===== config.mk =====
export PLATFORM = sky130hd
export DESIGN_NAME = rr_mux_n_flat
export DESIGN_NICKNAME = d
export VERILOG_FILES = /design/src/rtl/rr_mux_n_pkg.sv /design/src/rtl/rr_mux_n_if.sv /design/src/rtl/rr_mux_n_arbiter.sv /design/src/rtl/rr_mux_n.sv /design/src/flat_wrapper.sv
export SDC_FILE = /design/constraint.sdc
export NUM_CORES = 1
export LEC_CHECK = 0
export ABC_AREA = 1
export ABC_CLOCK_PERIOD_IN_PS = 1630
export BUFFER_PORTS_ARGS = -buffer_cell sky130_fd_sc_hd__buf_4
export CAP_MARGIN = 20
export CORE_MARGIN = 4
export CORE_UTILIZATION = 45
export CTS_CLUSTER_SIZE = 40
export DETAILED_ROUTE_END_ITERATION = 10
export GPL_TIMING_DRIVEN = 0
export PLACE_DENSITY_LB_ADDON = 0.08
export REMOVE_ABC_BUFFERS = 1
export SLEW_MARGIN = 10
export SYNTH_ARGS = -nofsm -noshare
export SYNTH_HDL_FRONTEND = slang
export SYNTH_SLANG_ARGS = --single-unit

===== constraint.sdc =====
create_clock -name clk -period 1.63 [get_ports clk]
set_clock_uncertainty 0.05 [all_clocks]
set_input_delay 0.326 -clock clk [delete_from_list [all_inputs] [get_ports clk]]
set_output_delay 0.326 -clock clk [all_outputs]
set_load 0.005 [all_outputs]

===== src/rtl/rr_mux_n_pkg.sv =====
// Shared constants, output-register state encoding and the rotate-priority pick used by rr_arbiter.
// rr_pick works on a zero-padded request vector, so wrap-around needs no knowledge of N.
package rr_mux_pkg;

  localparam int RR_MUX_DEF_N = 4;
  localparam int RR_MUX_DEF_W = 8;
  localparam int RR_MUX_MAX_N = 32;
  localparam int RR_MUX_IDX_W = $clog2(RR_MUX_MAX_N);

  typedef enum logic {
    ST_EMPTY = 1'b0,
    ST_FULL  = 1'b1
  } out_state_e;

  typedef struct packed {
    logic                    found;
    logic [RR_MUX_IDX_W-1:0] idx;
  } rr_pick_t;

  // Lowest requester at or above ptr wins; otherwise the lowest requester overall (the wrap).
  function automatic rr_pick_t rr_pick(input logic [RR_MUX_MAX_N-1:0] valid,
                                       input logic [RR_MUX_IDX_W-1:0] ptr);
    rr_pick_t lo;
    rr_pick_t hi;
    lo = '0;
    hi = '0;
    for (int i = RR_MUX_MAX_N - 1; i >= 0; i--) begin
      if (valid[i]) begin
        lo.found = 1'b1;
        lo.idx   = RR_MUX_IDX_W'(i);
        if (i >= int'(ptr)) begin
          hi.found = 1'b1;
          hi.idx   = RR_MUX_IDX_W'(i);
        end
      end
    end
    return hi.found ? hi : lo;
  endfunction

endpackage


===== src/rtl/rr_mux_n_if.sv =====
// N producer streams in, one registered stream out; slave is the mux side, master the environment side.
interface rr_mux_n_if
  import rr_mux_pkg::*;
#(
  parameter  int N     = RR_MUX_DEF_N,
  parameter  int W     = RR_MUX_DEF_W,
  localparam int SEL_W = $clog2(N)
);

  logic [N-1:0]     in_valid;
  logic [N-1:0]     in_ready;
  logic [N*W-1:0]   in_data;
  logic [N-1:0]     in_last;
  logic             out_valid;
  logic             out_ready;
  logic [W-1:0]     out_data;
  logic             out_last;
  logic [SEL_W-1:0] out_sel;

  modport master (
    output in_valid, in_data, in_last, out_ready,
    input  in_ready, out_valid, out_data, out_last, out_sel
  );

  modport slave (
    input  in_valid, in_data, in_last, out_ready,
    output in_ready, out_valid, out_data, out_last, out_sel
  );

endinterface


===== src/rtl/rr_mux_n_arbiter.sv =====
// Combinational rotate-priority arbiter: one-hot grant to the first requester at or after ptr, wrapping.
// Zero latency, no state; any=0 when nothing is requested.
module rr_arbiter
  import rr_mux_pkg::*;
#(
  parameter  int N     = RR_MUX_DEF_N,
  localparam int SEL_W = $clog2(N)
) (
  input  logic [N-1:0]     req,
  input  logic [SEL_W-1:0] ptr,
  output logic [N-1:0]     gnt,
  output logic [SEL_W-1:0] gnt_idx,
  output logic             any
);

  rr_pick_t pick;

  always_comb begin
    pick = rr_pick(RR_MUX_MAX_N'(req), RR_MUX_IDX_W'(ptr));
    any  = pick.found;
    for (int i = 0; i < N; i++) begin
      gnt[i] = pick.found && (pick.idx == RR_MUX_IDX_W'(i));
    end
  end

  always_comb begin
    gnt_idx = '0;
    for (int i = 0; i < N; i++) begin
      if (gnt[i]) gnt_idx = SEL_W'(i);
    end
  end

endmodule


===== src/rtl/rr_mux_n.sv =====
// Round-robin N:1 stream mux with one output register: 1-cycle latency, 1 beat/cycle, in_ready drops while FULL and stalled.
// Define RR_MUX_LOCK_EN to hold the grant on one channel until its in_last beat (packet lock).
module rr_mux_n
  import rr_mux_pkg::*;
#(
  parameter  int N     = RR_MUX_DEF_N,
  parameter  int W     = RR_MUX_DEF_W,
  localparam int SEL_W = $clog2(N)
) (
  input  logic    clk,
  input  logic    rst_n,
  rr_mux_n_if.slave bus
);

  out_state_e       state_q, state_d;
  logic [W-1:0]     data_q, data_d;
  logic             last_q, last_d;
  logic [SEL_W-1:0] sel_q, sel_d;
  logic [SEL_W-1:0] ptr_q, ptr_d;

  logic [N-1:0]     arb_gnt;
  logic [SEL_W-1:0] arb_idx;
  logic             arb_any;

  logic [N-1:0]     gnt;
  logic [SEL_W-1:0] g_idx;
  logic             g_any;
  logic             load;
  logic [N-1:0]     in_ready;
  logic             xfer;
  logic [W-1:0]     g_data;
  logic             g_last;
  logic [SEL_W-1:0] ptr_next;

  rr_arbiter #(.N(N)) u_arb (
    .req     (bus.in_valid),
    .ptr     (ptr_q),
    .gnt     (arb_gnt),
    .gnt_idx (arb_idx),
    .any     (arb_any)
  );

`ifdef RR_MUX_LOCK_EN
  logic             locked_q, locked_d;
  logic [SEL_W-1:0] lock_ch_q, lock_ch_d;

  // A locked channel keeps the grant even while idle, so other producers cannot interleave mid-packet.
  assign gnt   = locked_q ? (N'(1) << lock_ch_q) : arb_gnt;
  assign g_idx = locked_q ? lock_ch_q : arb_idx;
  assign g_any = locked_q | arb_any;
`else
  assign gnt   = arb_gnt;
  assign g_idx = arb_idx;
  assign g_any = arb_any;
`endif

  assign load          = (state_q == ST_EMPTY) || bus.out_ready;
  assign in_ready      = {N{rst_n & load & g_any}} & gnt;
  assign bus.in_ready  = in_ready;
  assign xfer          = |(bus.in_valid & in_ready);
  assign g_data        = bus.in_data[g_idx*W +: W];
  assign g_last        = bus.in_last[g_idx];
  assign ptr_next      = (g_idx == SEL_W'(N - 1)) ? '0 : g_idx + 1'b1;

  always_ff @(posedge clk) begin
    if (!rst_n) state_q <= ST_EMPTY;
    else        state_q <= state_d;
  end

  always_comb begin
    state_d = state_q;
    case (state_q)
      ST_EMPTY: if (xfer) state_d = ST_FULL;
      ST_FULL:  if (!xfer && bus.out_ready) state_d = ST_EMPTY;
      default:  state_d = ST_EMPTY;
    endcase
  end

  always_comb begin
    bus.out_valid = (state_q == ST_FULL);
    bus.out_data  = data_q;
    bus.out_last  = last_q;
    bus.out_sel   = sel_q;
  end

  always_comb begin
    data_d = data_q;
    last_d = last_q;
    sel_d  = sel_q;
    ptr_d  = ptr_q;
    if (xfer) begin
      data_d = g_data;
      last_d = g_last;
      sel_d  = g_idx;
      ptr_d  = ptr_next;
    end
  end

  always_ff @(posedge clk) begin
    if (!rst_n) begin
      data_q <= '0;
      last_q <= 1'b0;
      sel_q  <= '0;
      ptr_q  <= '0;
    end else begin
      data_q <= data_d;
      last_q <= last_d;
      sel_q  <= sel_d;
      ptr_q  <= ptr_d;
    end
  end

`ifdef RR_MUX_LOCK_EN
  always_comb begin
    locked_d  = locked_q;
    lock_ch_d = lock_ch_q;
    if (xfer) begin
      locked_d  = !g_last;
      lock_ch_d = g_idx;
    end
  end

  always_ff @(posedge clk) begin
    if (!rst_n) begin
      locked_q  <= 1'b0;
      lock_ch_q <= '0;
    end else begin
      locked_q  <= locked_d;
      lock_ch_q <= lock_ch_d;
    end
  end
`endif

endmodule


===== src/flat_wrapper.sv =====
// flat-port wrapper written by rule: the top's interface ports become plain ports
module rr_mux_n_flat import rr_mux_pkg::*;
#(
  parameter  int N     = RR_MUX_DEF_N,
  parameter  int W     = RR_MUX_DEF_W,
  localparam int SEL_W = $clog2(N)
)
  (clk, rst_n, bus_in_valid, bus_in_data, bus_in_last, bus_out_ready, bus_in_ready, bus_out_valid, bus_out_data, bus_out_last, bus_out_sel);
  rr_mux_n_if #(.N(N), .W(W)) bus_i ();
  input  logic clk;
  input  logic rst_n;
  input wire logic [$bits(bus_i.in_valid)-1:0] bus_in_valid;
  input wire logic [$bits(bus_i.in_data)-1:0] bus_in_data;
  input wire logic [$bits(bus_i.in_last)-1:0] bus_in_last;
  input wire logic [$bits(bus_i.out_ready)-1:0] bus_out_ready;
  output wire logic [$bits(bus_i.in_ready)-1:0] bus_in_ready;
  output wire logic [$bits(bus_i.out_valid)-1:0] bus_out_valid;
  output wire logic [$bits(bus_i.out_data)-1:0] bus_out_data;
  output wire logic [$bits(bus_i.out_last)-1:0] bus_out_last;
  output wire logic [$bits(bus_i.out_sel)-1:0] bus_out_sel;
  assign bus_i.in_valid = bus_in_valid;
  assign bus_i.in_data = bus_in_data;
  assign bus_i.in_last = bus_in_last;
  assign bus_i.out_ready = bus_out_ready;
  assign bus_in_ready = bus_i.in_ready;
  assign bus_out_valid = bus_i.out_valid;
  assign bus_out_data = bus_i.out_data;
  assign bus_out_last = bus_i.out_last;
  assign bus_out_sel = bus_i.out_sel;
  rr_mux_n #(.N(N), .W(W)) u_core (.clk(clk), .rst_n(rst_n), .bus(bus_i));
endmodule

After elaboration in Yosys (flattened, before gate mapping)
Index checks and enable logic that the tools add are counted.

word-level totals
  register bits after elaboration = 14
  output and inout bits = 16
  bits of input ports = 43
  word-level logic and storage cells = 49

operators by class
  muxes and demuxes = 20
  magnitude comparators = 4
  reduce and logical (&&, ||, !) cells = 9
  add/sub/neg operators = 1
  shifts and indexed selects = 1
  equal/unequal tests = 4
  bitwise operators = 5

operators with widths
  cell                                                                                count
  6-bit 2-to-1 mux                                                                    11
  32-bit by 6-bit indexed part select with 8-bit output                               1
  5-bit by 2-bit equality test with 1-bit output, second input constant               2
  4-bit AND                                                                           2
  2-bit 2-to-1 mux                                                                    3
  5-bit by 1-bit equality test with 1-bit output, second input constant               1
  1-bit logical AND                                                                   5
  5-bit zero test                                                                     1
  1-bit by 2-bit greater-or-equal comparator with 1-bit output, first input constant  2
  1-bit 2-to-1 mux                                                                    4
  4-bit OR reduction                                                                  1
  2-bit by 3-bit less-than comparator with 1-bit output, second input constant        1
  2-bit by 1-bit adder with 2-bit output, second input constant                       1
  1-bit AND                                                                           2
  1-bit binary-select mux with 2-bit select                                           1
  2-bit equality test, second input constant                                          1
  2-bit greater-or-equal comparator, first input constant                             1
  1-bit case mux with 2 select lines                                                  1
  1-bit zero test                                                                     1
  1-bit logical OR                                                                    1
  1-bit NOT                                                                           1

Longest topological paths before layout
Gate-level depths: netlist of the first run.

  depth after elaboration = 17
  depth in mapped cells = 12
  gate-level depth less buffers = 11

Hierarchy
A second synthesis of the first run with hierarchy kept.

second synthesis, totals
  cells, all modules = 196
  area total of the unflattened synthesis = 1074.8 um^2

by module, submodules not included
  module      sequential area each (um^2)  instances  area an instance (um^2)  cells an instance
  rr_mux_n    280.3                        1          937.1                    166
  rr_arbiter  0.0                          1          137.6                    30

Least setup slack after synthesis of the first run
Ideal clock, no wire load.

  kind = register to output
  start = reg u_core.ptr_q[1]
  end = out bus_in_ready[0]
  cell stages (with the launch flop) = 8
  slack = 84 ps
  data required time = 1254 ps
  path buffers = 1
  arrival time = 1170 ps
  cell sequence = dfxtp_1 nand2_1 a21oi_2 nand2_1 nand2_1 inv_1 buf_2 nor3_1

between the ends
  word-level cells in the longest chain between the ends = 11
  elaborated cells on any way between the ends = 14
  classes of those cells = 3 x order compare; 7 x mux; 2 x bitwise; 2 x reduce/logical

RTL lines
  element                            line                    RTL
  start, declared                    rr_mux_n.sv:19          logic [SEL_W-1:0] ptr_q, ptr_d;
  start signal, assigned             rr_mux_n.sv:109         ptr_q <= ptr_d;
  2-bit greater-or-equal comparator  rr_mux_n_pkg.sv:31      if (i >= int'(ptr)) begin
  6-bit 2-to-1 mux                   rr_mux_n_pkg.sv:31
  6-bit 2-to-1 mux                   rr_mux_n_pkg.sv:28      if (valid[i]) begin
  6-bit 2-to-1 mux                   rr_mux_n_pkg.sv:31
  6-bit 2-to-1 mux                   rr_mux_n_pkg.sv:28
  6-bit 2-to-1 mux                   rr_mux_n_pkg.sv:31
  6-bit 2-to-1 mux *                 rr_mux_n_pkg.sv:28
  6-bit 2-to-1 mux *                 rr_mux_n_pkg.sv:37      return hi.found ? hi : lo;
  5-bit zero test                    rr_mux_n_arbiter.sv:22  gnt[i] = pick.found && (pick.idx == RR_MUX_IDX_W'(i));
  1-bit logical AND                  rr_mux_n_arbiter.sv:22
  4-bit AND *                        rr_mux_n.sv:58          assign in_ready = {N{rst_n & load & g_any}} & gnt;
  end, declared                      flat_wrapper.sv:16      output wire logic [$bits(bus_i.in_ready)-1:0] bus_in_ready;

Mark *: on every way between the ends. The rest lies on a longest branch, timed or not.

Worst setup path after layout of the first run
Ends and elaborated chain as after synthesis.

==> flow_summary.json, run 1 <==
{
  "setup_tns_ns": -1.83,
  "post-route-util_pct": 74.1,
  "initial_core_util_pct": 47.1,
  "tritoncts": "yes",
  "netlist.area_leader.share_pct": 24.2,
  "violations": "negative setup slack",
  "power_frac_seq_pct": 34.0,
  "grt_usage_pct": 22.2,
  "synth_area_leader_cell": "dfxtp_1",
  "slowest_delay_ns": 0.42,
  "cts_made_buffers": 3,
  "drive_gt1_share_pct": 36.4,
  "slowest_stage": "dfxtp_4",
  "maxCapViolCount": 0,
  "synth_edf_count": 0,
  "combPwrFrac_pct": 49.5,
  "grt_pass1_wl_um": 5910,
  "clk_pin_slew_ns": 0.09,
  "dp_hpwl_um": 2150,
  "avgSynthCellArea_um2": 5.62,
  "die_x_um": 58.7,
  "ys_types": 18,
  "cp_num_buf_inv": 3,
  "dieHeight_um": 58.7,
  "antenna_found_initial": 0,
  "grt_remaining_overflow": 0,
  "tightestPinTransition_ns": 0.444,
  "yosys-top-cells-area": "dfxtp_1, nand3_1, inv_1, nand2_1, nor2_1",
  "cts_sinks": 14,
  "drtPass1Iterations": 4,
  "synth_ff_type": "dfxtp_1",
  "place.port_buffers": 58,
  "rsz0062_at_grt": "yes",
  "required_ns": 1.25,
  "drtAntennaViolNets": 0,
  "hold_buffers": 0,
  "syn_inst": 206,
  "die_area_mm2": 0.00345,
  "totalWireLength_um": 3730,
  "io_pins": 59,
  "drtIter0Drc": 69,
  "finalSetupViolations": 15,
  "final_nets": 317,
  "syn_to_final_growth_pct": 57.2,
  "p_sw_mw": 0.442,
  "relSlewSlack_pct": 70.3,
  "status": "finished, violations left",
  "fillers": 227,
  "finalCritPeriodShare_pct": 121,
  "start_kind": "register",
  "drc": 0,
  "synth_common_cells": "inv_1, nand3_1, nand2_1",
  "netSwitchingFraction_pct": 37.0,
  "crit_top_cell": "buf_4",
  "clkPwrFrac_pct": 16.5,
  "p_leak_nw": 1.10,
  "std_cell_rows": 18,
  "cts_root_buffer": "clkbuf_4",
  "regArea_um2": 288,
  "diodes": 0,
  "clock_latency_ns": 0.28,
  "yosysMostFrequentCell": "inv_1",
  "critical_path_class": "register to output port",
  "p_total_mw": 1.20,
  "grt_start_max_net_pins": 19,
  "vdd_drop_max_mv": 0.570,
  "cp-end-kind": "output port",
  "grt_pass1_vias": 1330,
  "async_reset_ff_share_pct": 0,
  "yosysWarnings": 0,
  "path_cells": "nand2_4 -> a21oi_4 -> buf_4 -> nand3_4 -> nand2_8 -> inv_4 -> nor3_2 -> buf_4",
  "hold_path.class": "input pin to register",
  "path_max_fanout": 4,
  "gp_congestion": 0.779,
  "h-tree-depth": 1,
  "vias": 1451,
  "layout_setup_ws_ns": -0.346,
  "ys_seq_area_share_pct": 24.2,
  "report.final.hold_viol_count": 0,
  "cpLargestDelayFamily": "simple AND/OR/NAND/NOR gates",
  "wire_per_inst_um": 12.3,
  "slew_viol_final": 0,
  "fp.coreArea_mm2": 0.00245,
  "netlist_area_mm2": 0.00116,
  "p_int_mw": 0.754,
  "power_density_mw_per_mm2": 658,
  "post_drt_via_cell_ratio": 4.80,
  "clock_path_buffers": 2,
  "pre_cts_ws_ns": -0.665,
  "ys_ff_latch": 14,
  "multi_input_area_um2": 691,
  "period_needed_ns": 1.98,
  "max_clock_freq_ghz": 0.506,
  "arrival_ns": 1.60
}
==> path summary, 6_finish.rpt <==
path	from	to	slack, ns	cells past startpoint
worst max-delay path	u_core.ptr_q[1]	bus_in_ready[0]	-0.35	8
worst min-delay path	rst_n	u_core.ptr_q[1]	0.23	3
worst max register to register	u_core.ptr_q[1]	u_core.bus.out_data[2]	-0.10	13
worst min register to register	u_core.bus.out_sel[0]	u_core.bus.out_sel[0]	0.42	2
==> sequential cells by signal, summed over array words and instances (netlist names) <==
register and cells:
u_core.bus.out_data 8, u_core.ptr_q 2, u_core.bus.out_valid 1, u_core.bus.out_sel 2, u_core.bus.out_last 1
==> routing by layer <==
| layer | part of all wire (%) | global-route usage (%) | up-vias |
|---|---|---|---|
| met5 | 0 | 0 | - |
| met4 | 0.35 | 4.85 | 0 |
| met3 | 9.4 | 5.70 | 2 |
| met2 | 50 | 38.6 | 64 |
| met1 | 40 | 27.4 | 630 |
| li1 | - | - | 755 |
==> power groups by stage <==
| stage | combinational [mW] | sequential (mW) | clock [mW] |
|---|---|---|---|
| after global routing | 0.656 | 0.410 | 0.223 |
| after CTS | 0.571 | 0.401 | 0.204 |
| final | 0.593 | 0.407 | 0.198 |
| after floorplan | 0.253 | 0.406 | 0 |
| after global placement | 0.440 | 0.404 | 0 |
| after detailed placement | 0.445 | 0.405 | 0 |
==> worst register-to-register path: stages, from the launching register on <==
cell     delay (ns)
dfxtp_4        0.42
nand2_4        0.08
a21oi_4        0.15
buf_4          0.14
nand3_4        0.10
nand2_8        0.10
buf_6          0.10
buf_6          0.09
buf_6          0.10
nand2_1        0.04
nand3_1        0.06
nand3_1        0.08
nand2_1        0.08
inv_1          0.03
==> cells in the final DEF (no fill, tap or decap), types with 3 or more instances in the layout <==
cell	synthesis	routed
nand2_1	41	37
dfxtp_1	14	12
nor2_4	0	3
clkbuf_4	0	3
buf_4	1	63
nand3_1	48	48
inv_1	57	52
buf_6	4	7
nor2_1	23	20
nand2_4	1	3
==> final cells by class <==
class / instances / share of cell area [%]
repair buffers: 70 / 30.3
well taps: 30 / 2.06
inverters: 57 / 12.3
clock buffers: 3 / 1.24
repair inverters: 1 / 0.275
multi-input cells: 127 / 38.0
flip-flops and latches: 14 / 15.8
==> repair_timing <==
action                     in CTS  in global routing
pin swaps                       9                  6
setup endpoints to repair      17                 16
gates resized for setup        26                 10
cloned                          3                  0
buffers inserted               12                  0
==> cells by family after synthesis <==
family,count (synthesis),synth area share [%]
and+or+nand+nor,118,46.6
buffers and inverters,67,25.1
DFF,14,24.2
AOI/OAI and AO/OA,7,4.11
==> metrics by stage <==
step	instance area (um2)	hold WS, ns	std cells
6_report	1820	0.226	302
5_1_grt	1820	0.227	302
4_1_cts	1780	0.221	302
3_5_place_dp	1550	0.409	284
3_3_place_gp	1550	0.408	284
2_1_floorplan	1080	0.374	196
No activity file was read; power rests on OpenSTA's default activity.
==> inputs of run 2 (changes only) <==
- ABC_CLOCK_PERIOD_IN_PS: 1630 -> 1900
- BUFFER_PORTS_ARGS: -buffer_cell sky130_fd_sc_hd__buf_4 -> -buffer_cell sky130_fd_sc_hd__clkbuf_2
- clock period: 1.63 -> 1.9 ns (I/O delays scaled with it)
==> run 2 against run 1 <==
Effect of this change:
- the flow still finishes with violations (negative setup slack)
- die area is the same
- first-iteration DRC count decreased by 7.2%
- non-clock buffer count is 4 higher
- hold slack gained 0.066 ns
- combinational power is 23% lower
- critical path depth rose by 1
- clock power rose by 16%
- sequential share of layout area grew 1.1 points
- sequential cell count stayed put
- largest cell class unchanged
- critical path type unchanged
==> flow_summary.json, run 2 (synthesized netlist as in run 1, its figures left out) <==
{
  "drtAntennaViolNets": 0,
  "dieHeight_um": 58.7,
  "power_density_mw_per_mm2": 608,
  "grt_usage_pct": 20.9,
  "io_pins": 59,
  "critical_path_class": "register to output port",
  "max_clock_freq_ghz": 0.494,
  "report.final.hold_viol_count": 0,
  "std_cell_rows": 18,
  "layout_setup_ws_ns": -0.125,
  "drtIter0Drc": 64,
  "maxCapViolCount": 0,
  "p_leak_nw": 1.08,
  "hold_path.class": "input pin to register",
  "rsz0062_at_grt": "yes",
  "path_max_fanout": 4,
  "clk_pin_slew_ns": 0.10,
  "p_total_mw": 1.03,
  "totalWireLength_um": 3440,
  "grt_remaining_overflow": 0,
  "cts_made_buffers": 3,
  "arrival_ns": 1.60,
  "vias": 1449,
  "largest_reg_flops": 8,
  "start_kind": "register",
  "grt_start_max_net_pins": 19,
  "slew_viol_final": 0,
  "antenna_found_initial": 0,
  "drc": 0,
  "cp-end-kind": "output port",
  "cts_root_buffer": "clkbuf_4",
  "finalSetupViolations": 4,
  "tightestPinTransition_ns": 0.435,
  "period_needed_ns": 2.03,
  "dpl_cell_area_mm2": 0.00141,
  "diodes": 0,
  "relSlewSlack_pct": 70.9,
  "final_nets": 321,
  "vdd_drop_max_mv": 0.608,
  "fp.coreArea_mm2": 0.00245,
  "wire_per_inst_um": 11.2,
  "hold_buffers": 0,
  "clock_latency_ns": 0.29,
  "status": "finished, violations left",
  "dp_hpwl_um": 2040,
  "post_drt_via_cell_ratio": 4.72,
  "finalCritPeriodShare_pct": 107,
  "syn_to_final_growth_pct": 46.9,
  "clock_path_buffers": 2,
  "place.port_buffers": 58,
  "final_cell_mix": "clkbuf_2, inv_1, nand3_1, nand2_1, nor2_1",
  "final_common_cell": "clkbuf_2",
  "grt_pass1_vias": 1234,
  "cts_sinks": 14,
  "violations": "negative setup slack",
  "post-route-util_pct": 69.3,
  "tritoncts": "yes",
  "initial_core_util_pct": 47.1,
  "drive_gt1_share_pct": 37.5,
  "h-tree-depth": 1,
  "die_area_mm2": 0.00345,
  "grt_pass1_wl_um": 5510,
  "required_ns": 1.47,
  "fin_area_mm2": 0.00170,
  "die_x_um": 58.7,
  "drtPass1Iterations": 4,
  "fillers": 259,
  "gp_congestion": 0.841
}
## run 2: layout make-up
cell class / instances / area (um2) / area share, %
inverters: 57 / 221 / 13.0
clock buffers: 4 / 36.3 / 2.13
flip-flops and latches: 14 / 288 / 16.9
multi-input cells: 127 / 698 / 41.1
repair buffers: 74 / 414 / 24.4
well taps: 30 / 37.5 / 2.21
repair inverters: 1 / 5.00 / 0.294
## run 2: worst max-delay path, cell delays in order (launching register included)
cell,delay (ns)
dfxtp_4,0.42
nand2_4,0.07
a21oi_4,0.14
nand2_2,0.08
nand2_4,0.08
clkinvlp_4,0.14
nor2_4,0.15
nand2_2,0.08
inv_2,0.04
clkbuf_2,0.09
## run 2: path summary, 6_finish.rpt
path / startpoint / endpoint / slack (ns) / cells past startpoint
setup / recovery: u_core.ptr_q[1] / bus_in_ready[1] / -0.13 / 9
hold / removal: rst_n / u_core.ptr_q[1] / 0.29 / 3
setup reg to reg: u_core.ptr_q[1] / u_core.bus.out_data[2] / 0.15 / 12
hold reg to reg: u_core.bus.out_sel[0] / u_core.bus.out_sel[0] / 0.42 / 2
## run 2: metal layers
metal / up-vias / GRT usage [%] / share of wire (%)
met4: 0 / 6.80 / 1.5
li1: 759 / - / -
met1: 638 / 27.0 / 42
met2: 46 / 33.7 / 48
met5: - / 0 / 0
met3: 6 / 5.92 / 7.9
## run 2: where the power goes
| group | leakage, nW | switching [mW] | total, mW | internal (mW) |
|---|---|---|---|---|
| clock | 0.0210 | 0.113 | 0.230 | 0.117 |
| combinational | 0.939 | 0.252 | 0.457 | 0.206 |
| sequential | 0.117 | 0.0228 | 0.347 | 0.325 |
| total | 1.08 | 0.388 | 1.03 | 0.647 |
## run 2: through the flow
step | setup TNS [ns] | std cells | hold WS, ns | setup slack, ns
global placement | -4.32 | 284 | 0.409 | -0.525
CTS | -0.361 | 299 | 0.288 | -0.101
detailed placement | -3.91 | 284 | 0.408 | -0.494
global route | -0.706 | 307 | 0.294 | -0.203
finish | -0.399 | 307 | 0.292 | -0.125
floorplan | -0.0186 | 196 | 0.412 | -0.0186
## run 2: repair_timing
item                                    in CTS  in global routing
buffers inserted                             8                  8
pin swaps                                    6                  7
endpoints found under the setup margin      14                  4
gates resized for setup                     22                  9
gates cloned                                 3                  0
